**config.mk**
```make
export PLATFORM = sky130hd
export DESIGN_NAME = sd_block_writer
export DESIGN_NICKNAME = d
export VERILOG_FILES = /design/src/rtl/sd_block_writer.sv
export SDC_FILE = /design/constraint.sdc
export NUM_CORES = 1
export LEC_CHECK = 0
export CORE_MARGIN = 1
export CORE_UTILIZATION = 54
export DETAILED_ROUTE_END_ITERATION = 6
export PLACE_DENSITY = 0.82
export SKIP_CTS_REPAIR_TIMING = 1
export SLEW_MARGIN = 20
export SYNTH_ARGS = -nofsm -noshare
export SYNTH_HDL_FRONTEND = slang
export SYNTH_SLANG_ARGS = --single-unit
export TNS_END_PERCENT = 30
```
**constraint.sdc**
```tcl
create_clock -name clk -period 3.9 [get_ports clk]
set_input_delay 0.78 -clock clk [delete_from_list [all_inputs] [get_ports clk]]
set_output_delay 0.78 -clock clk [all_outputs]
set_load 0.01 [all_outputs]
```
**src/rtl/sd_block_writer.sv**
```systemverilog
// sd_block_writer: streams blocks*512 bytes from a source read port to an SD
// card with CMD25 (multi-block write), driving a shared SPI byte engine.
// Optional feature macro: SD_WR_CRC16_EN. When it is defined, a real
// CRC-16-CCITT is sent after each block. When it is not defined, 0xFF 0xFF is
// sent instead.
module sd_block_writer #(
  parameter logic [15:0] DATA_DIV   = 16'd2,
  parameter logic [7:0]  R1_TRIES   = 8'd16,
  parameter logic [23:0] WAIT_BYTES = 24'd2_000_000
) (
  input  logic        clk,
  input  logic        rst,
  output logic [15:0] spi_div,
  output logic        spi_start,
  output logic [7:0]  spi_mosi,
  input  logic        spi_busy,
  input  logic        spi_done,
  input  logic [7:0]  spi_miso,
  output logic        sd_cs_n,
  input  logic        start,
  input  logic [31:0] lba_start,
  input  logic [31:0] blocks,
  output logic        rd_en,
  output logic [31:0] raddr,
  input  logic [7:0]  rdata,
  output logic        busy,
  output logic        block_done,
  output logic        all_done,
  output logic        error
);

  typedef enum logic [3:0] {
    IDLE, CMD, R1, GAP, TOKEN, FETCH, DATA, CRC, DRESP, BUSYW,
    STOPTOK, STOPGAP, STOPBUSY, TAIL, DONE, ERR
  } state_t;

  // Byte phases: SEND and WAIT drive the SPI handshake. READ and CAPT are
  // used only in DATA, to fetch the next source byte.
  localparam logic [1:0] PH_SEND = 2'd0;
  localparam logic [1:0] PH_WAIT = 2'd1;
  localparam logic [1:0] PH_READ = 2'd2;
  localparam logic [1:0] PH_CAPT = 2'd3;

  state_t      state, state_n;
  logic [1:0]  phase, phase_n;
  logic [23:0] cnt, cnt_n, cnt_inc;
  logic [31:0] lba, lba_n, remaining, remaining_n, raddr_n;
  logic [7:0]  spi_mosi_n, tx_byte;
  logic        spi_start_n, rd_en_n, sd_cs_n_n, busy_n;
  logic        block_done_n, all_done_n, error_n, byte_fin;

`ifdef SD_WR_CRC16_EN
  logic [15:0] crc, crc_n;

  function automatic logic [15:0] crc16_byte(input logic [15:0] c, input logic [7:0] d);
    logic [15:0] r;
    r = c ^ {d, 8'h00};
    for (int i = 0; i < 8; i++)
      r = r[15] ? ({r[14:0], 1'b0} ^ 16'h1021) : {r[14:0], 1'b0};
    return r;
  endfunction
`endif

  assign spi_div = DATA_DIV;
  assign cnt_inc = cnt + 24'd1;

  // Register every piece of state and every output.
  always_ff @(posedge clk) begin
    if (rst) begin
      state      <= IDLE;
      phase      <= PH_SEND;
      cnt        <= '0;
      lba        <= '0;
      remaining  <= '0;
      raddr      <= '0;
      spi_start  <= 1'b0;
      spi_mosi   <= 8'hFF;
      rd_en      <= 1'b0;
      sd_cs_n    <= 1'b1;
      busy       <= 1'b0;
      block_done <= 1'b0;
      all_done   <= 1'b0;
      error      <= 1'b0;
`ifdef SD_WR_CRC16_EN
      crc        <= '0;
`endif
    end else begin
      state      <= state_n;
      phase      <= phase_n;
      cnt        <= cnt_n;
      lba        <= lba_n;
      remaining  <= remaining_n;
      raddr      <= raddr_n;
      spi_start  <= spi_start_n;
      spi_mosi   <= spi_mosi_n;
      rd_en      <= rd_en_n;
      sd_cs_n    <= sd_cs_n_n;
      busy       <= busy_n;
      block_done <= block_done_n;
      all_done   <= all_done_n;
      error      <= error_n;
`ifdef SD_WR_CRC16_EN
      crc        <= crc_n;
`endif
    end
  end

  // Select the byte that the current state puts on MOSI.
  always_comb begin
    tx_byte = 8'hFF;
    case (state)
      CMD: begin
        case (cnt[2:0])
          3'd0:    tx_byte = 8'h59;
          3'd1:    tx_byte = lba[31:24];
          3'd2:    tx_byte = lba[23:16];
          3'd3:    tx_byte = lba[15:8];
          3'd4:    tx_byte = lba[7:0];
          default: tx_byte = 8'hFF;
        endcase
      end
      TOKEN:   tx_byte = 8'hFC;
      DATA:    tx_byte = spi_mosi;
`ifdef SD_WR_CRC16_EN
      CRC:     tx_byte = cnt[0] ? crc[7:0] : crc[15:8];
`endif
      STOPTOK: tx_byte = 8'hFD;
      default: tx_byte = 8'hFF;
    endcase
  end

  // Compute the next state and next outputs. The SPI handshake is shared by
  // every state that transfers a byte.
  always_comb begin
    state_n      = state;
    phase_n      = phase;
    cnt_n        = cnt;
    lba_n        = lba;
    remaining_n  = remaining;
    raddr_n      = raddr;
    spi_start_n  = 1'b0;
    spi_mosi_n   = spi_mosi;
    rd_en_n      = 1'b0;
    sd_cs_n_n    = sd_cs_n;
    busy_n       = busy;
    block_done_n = 1'b0;
    all_done_n   = 1'b0;
    error_n      = error;
    byte_fin     = 1'b0;
`ifdef SD_WR_CRC16_EN
    crc_n        = crc;
`endif

    if (state != IDLE && state != FETCH && state != DONE && state != ERR) begin
      if (phase == PH_SEND && !spi_busy) begin
        spi_start_n = 1'b1;
        spi_mosi_n  = tx_byte;
        phase_n     = PH_WAIT;
      end else if (phase == PH_WAIT && spi_done) begin
        byte_fin = 1'b1;
        phase_n  = PH_SEND;
      end
    end

    case (state)
      IDLE: begin
        if (start && !busy) begin
          if (blocks != 32'd0) begin
            lba_n       = lba_start;
            remaining_n = blocks;
            raddr_n     = '0;
            cnt_n       = '0;
            sd_cs_n_n   = 1'b0;
            busy_n      = 1'b1;
            phase_n     = PH_SEND;
            state_n     = CMD;
          end else begin
            all_done_n = 1'b1;
          end
        end
      end
      CMD: if (byte_fin) begin
        if (cnt == 24'd5) begin
          cnt_n   = '0;
          state_n = R1;
        end else begin
          cnt_n = cnt_inc;
        end
      end
      R1: if (byte_fin) begin
        if (!spi_miso[7]) state_n = (spi_miso == 8'h00) ? GAP : ERR;
        else if (cnt_inc >= {16'd0, R1_TRIES}) state_n = ERR;
        else cnt_n = cnt_inc;
      end
      GAP: if (byte_fin) state_n = TOKEN;
      TOKEN: if (byte_fin) begin
        cnt_n   = '0;
        state_n = FETCH;
`ifdef SD_WR_CRC16_EN
        crc_n   = '0;
`endif
      end
      FETCH: begin
        rd_en_n = 1'b1;
        phase_n = PH_READ;
        state_n = DATA;
      end
      DATA: begin
        if (phase == PH_READ) begin
          raddr_n = raddr + 32'd1;
          phase_n = PH_CAPT;
        end else if (phase == PH_CAPT) begin
          spi_mosi_n = rdata;
          phase_n    = PH_SEND;
`ifdef SD_WR_CRC16_EN
          crc_n      = crc16_byte(crc, rdata);
`endif
        end else if (byte_fin) begin
          if (cnt == 24'd511) begin
            cnt_n   = '0;
            state_n = CRC;
          end else begin
            cnt_n   = cnt_inc;
            state_n = FETCH;
          end
        end
      end
      CRC: if (byte_fin) begin
        if (cnt[0]) begin
          cnt_n   = '0;
          state_n = DRESP;
        end else begin
          cnt_n = cnt_inc;
        end
      end
      DRESP: if (byte_fin) begin
        cnt_n   = '0;
        state_n = ((spi_miso & 8'h1F) == 8'h05) ? BUSYW : ERR;
      end
      BUSYW: if (byte_fin) begin
        if (spi_miso == 8'hFF) begin
          block_done_n = 1'b1;
          remaining_n  = remaining - 32'd1;
          cnt_n        = '0;
          state_n      = (remaining == 32'd1) ? STOPTOK : TOKEN;
        end else if (cnt_inc >= WAIT_BYTES) begin
          state_n = ERR;
        end else begin
          cnt_n = cnt_inc;
        end
      end
      STOPTOK: if (byte_fin) state_n = STOPGAP;
      STOPGAP: if (byte_fin) begin
        cnt_n   = '0;
        state_n = STOPBUSY;
      end
      STOPBUSY: if (byte_fin) begin
        if (spi_miso == 8'hFF) begin
          sd_cs_n_n = 1'b1;
          state_n   = TAIL;
        end else if (cnt_inc >= WAIT_BYTES) begin
          state_n = ERR;
        end else begin
          cnt_n = cnt_inc;
        end
      end
      TAIL: begin
        sd_cs_n_n = 1'b1;
        if (byte_fin) state_n = DONE;
      end
      DONE: begin
        all_done_n = 1'b1;
        busy_n     = 1'b0;
        state_n    = IDLE;
      end
      ERR: begin
        sd_cs_n_n = 1'b1;
        error_n   = 1'b1;
        busy_n    = 1'b0;
      end
      default: state_n = IDLE;
    endcase
  end

endmodule

```
==> flow_metrics.tcl <==
set metrics [dict create \
    antenna_found_initial 0 \
    io_buffers 131 \
    path_cells "ha_1, and3_1, nand4_1, nor4_1, o211ai_1, and2_4, o31a_1, nor2_1, nand2_1, o32ai_1" \
    numCtsBuffers 17 \
    async_flop_share_pct 0 \
    cp-start-kind "flip-flop" \
    clock.fmax_ghz 0.2911 \
    maxSlewHeadroom_pct 55.83 \
    synth_edf_count 0 \
    start_util_pct 56.04 \
    setup_viol 0 \
    power.leakage_nw 3.733 \
    clk_pin_slew_ns 0.06 \
    ys_seq_area_share_pct 34.14 \
    final_nets 1295 \
    diodes 0 \
    irDropWorstVdd_mv 0.3830 \
    io_pins 148 \
    critical_path_buf_inv_count 0 \
    dp_hpwl_um 16180 \
    critPathKind "reg -> reg" \
    ctsLongestPathBuffers 2 \
    drc 0 \
    cp_slowest_cell "nor4_1" \
    end_kind "flip-flop" \
    yosys_warnings 0 \
    firstDrtPassIters 6 \
    fin_crit_sh_pct 88.08 \
    ff2ff_path_depth 10 \
    pre_cts_slack_ns 0.3757 \
    max_stage_delay_ns 0.57 \
    crit_family "simple AND/OR/NAND/NOR gates" \
    dieWidth_um 125.7 \
    htreeDepth 4 \
    totalWireLength_um 23240 \
    routed_via_density 6.194 \
    drtIter0Drc 658 \
    synth_cell_type_count 76 \
    grt_max_degree 56 \
    rows 44 \
    timing.final.ws_setup_ns 0.4650 \
    grt_pass1_wl_um 38290 \
    track_usage_pct 29.47 \
    clock-sinks 141 \
    wl_per_cell_um 16.61 \
    grt_setup_unrepaired "false" \
    synth_common_cells "nor2_1, dfxtp_1, nand2_1" \
    core_um2 14750 \
    cp.arrival_ns 3.76 \
    fin_worst_skew_ns 0.007844 \
    clk_latency_ns 0.43 \
    min_path_type "reg -> reg" \
    maxCapViolations 0 \
    grt_pass1_vias 8029 \
    worstPathRequired_ns 4.23 \
    synth.most_common_cell "nor2_1" \
    ant_nets 0 \
    gp_congestion 0.9025 \
    drive_above_1_share_pct 7.243 \
    cts-root-buf "clkbuf_16" \
    finalHoldViolCount 0 \
    netlist_area_um2 8268 \
    finalSetupTns_ns 0 \
    p_per_area_nw_per_um2 634.0 \
    syn_inst 1094 \
    syn_to_final_growth_pct 25.38 \
    slew_violations 0 \
    holdPathStages 2 \
    grt_overflow_total 0 \
    worst_pin_slew_ns 0.6625 \
    status "completed" \
    synthFlopType "dfxtp_1" \
    num_vias 8665 \
    synth_area_leader_cell "dfxtp_1" \
    dieArea_um2 15810 \
    synth-seq-cells 141 \
    cp.depth 10 \
    yosysTopAreaCellShare_pct 34.14 \
    chipHeight_um 125.7 \
    synthTopCellsByArea "dfxtp_1, nor2_1, nand2_1, a21oi_1, mux2i_1" \
    syn_avg_cell_area_um2 7.558 \
    period_needed_ns 3.435 \
    cts_tree "yes" \
    crit_fanout 9 \
]
cells in the final DEF (no fill, tap or decap), types with 5 or more instances in the layout:
cell type        netlist  layout
nor2_1               155     155
dfxtp_1              141     141
clkdlybuf4s50_1        0     130
nand2_1              107     107
a21oi_1               71      71
o21ai_0               47      47
nand3_1               43      43
nor3_1                37      36
mux2i_1               35      35
buf_4                 18      35
inv_1                 32      32
xor2_1                24      24
nand4_1               22      22
a211oi_1              22      22
nor4_1                22      21
a31oi_1               21      21
o22ai_1               20      20
clkbuf_16              0      17
conb_1                 2      16
and3_1                15      15
a22oi_1               14      14
xnor2_1               13      13
o211ai_1              12      12
and4_1                11      11
or3_1                 10      10
or4_1                  9       9
o21ai_1                9       9
and2_1                 8       8
ha_1                   8       8
o32ai_1                6       6
a41oi_1                6       6
nor2b_1                5       5
nand2b_1               5       5
a32oi_1                5       5
clkinv_4               0       5
final timing paths:
check / from / end / slack (ns)
setup / recovery: cnt[0] / cnt[7] / 0.47
hold / removal: remaining[19] / remaining[19] / 0.47
setup reg to reg: cnt[0] / cnt[7] / 0.47
hold reg to reg: remaining[19] / remaining[19] / 0.47
layer usage:
metal | vias to the layer above | GRT usage, % | routed length [um]
met3 | 54 | 5.905 | 1796
met4 | 0 | 11.69 | 519
met1 | 4010 | 38.50 | 9915
met2 | 433 | 47.81 | 11010
met5 | - | 0 | 0
li1 | 4168 | - | -
cell type report:
| class | count | area [um^2] |
|---|---|---|
| multi-input cells | 840 | 4943 |
| fillers | 1201 | 4388 |
| flip-flops and latches | 141 | 2823 |
| repair buffers | 168 | 1609 |
| clock buffers | 19 | 442.9 |
| well taps | 184 | 230.2 |
| clock inverters | 13 | 190.2 |
| inverters | 34 | 127.6 |
tightest hold or removal path, cell delays in order, from the launching register on:
cell	delay (ns)
dfxtp_1	0.30
o21ai_0	0.06
a21oi_1	0.06
sequential cells by signal (all words and copies together), names as in the netlist:
| signal | cells |
|---|---|
| state | 4 |
| block_done | 1 |
| sd_cs_n | 1 |
| rd_en | 1 |
| cnt | 24 |
| busy | 1 |
| phase | 2 |
| lba | 32 |
| spi_start | 1 |
| spi_mosi | 8 |
| remaining | 32 |
| all_done | 1 |
| error | 1 |
| raddr | 32 |
power by group:
group | leakage, nW | switching, W | total, W | internal, W
sequential | 1.15 | 0.000242 | 0.00196 | 0.00172
combinational | 2.27 | 0.00175 | 0.00287 | 0.00113
clock | 0.313 | 0.000646 | 0.00174 | 0.00109
total | 3.73 | 0.00263 | 0.00657 | 0.00394
logic make-up after synthesis:
logic type                 after synthesis  share of synthesized area (%)
AOI/OAI and AO/OA                      275                          21.81
xor gates and xnor gates                37                          3.919
adders and majority gates                8                          1.211
buffers and inverters                  127                          6.886
DFF                                    141                          34.14
muxes                                   36                          4.374
other                                    2                        0.09083
and+or+nand+nor                        468                          27.57
per-stage QoR:
stage                     std cells  utilization (%)  hold slack, ns  cell area, um^2  total power, W
after detailed placement       1367            65.97          0.4623             9733        0.004766
final                          1399            70.26          0.4693            10370        0.006572
after CTS                      1399            70.26          0.4722            10370        0.006518
after global placement         1367            65.97          0.4572             9733        0.004724
after global routing           1399            70.26          0.4967            10370        0.006956
after floorplan                1108                -          0.4450             8320        0.003913
(Power assumes the default switching activity.)
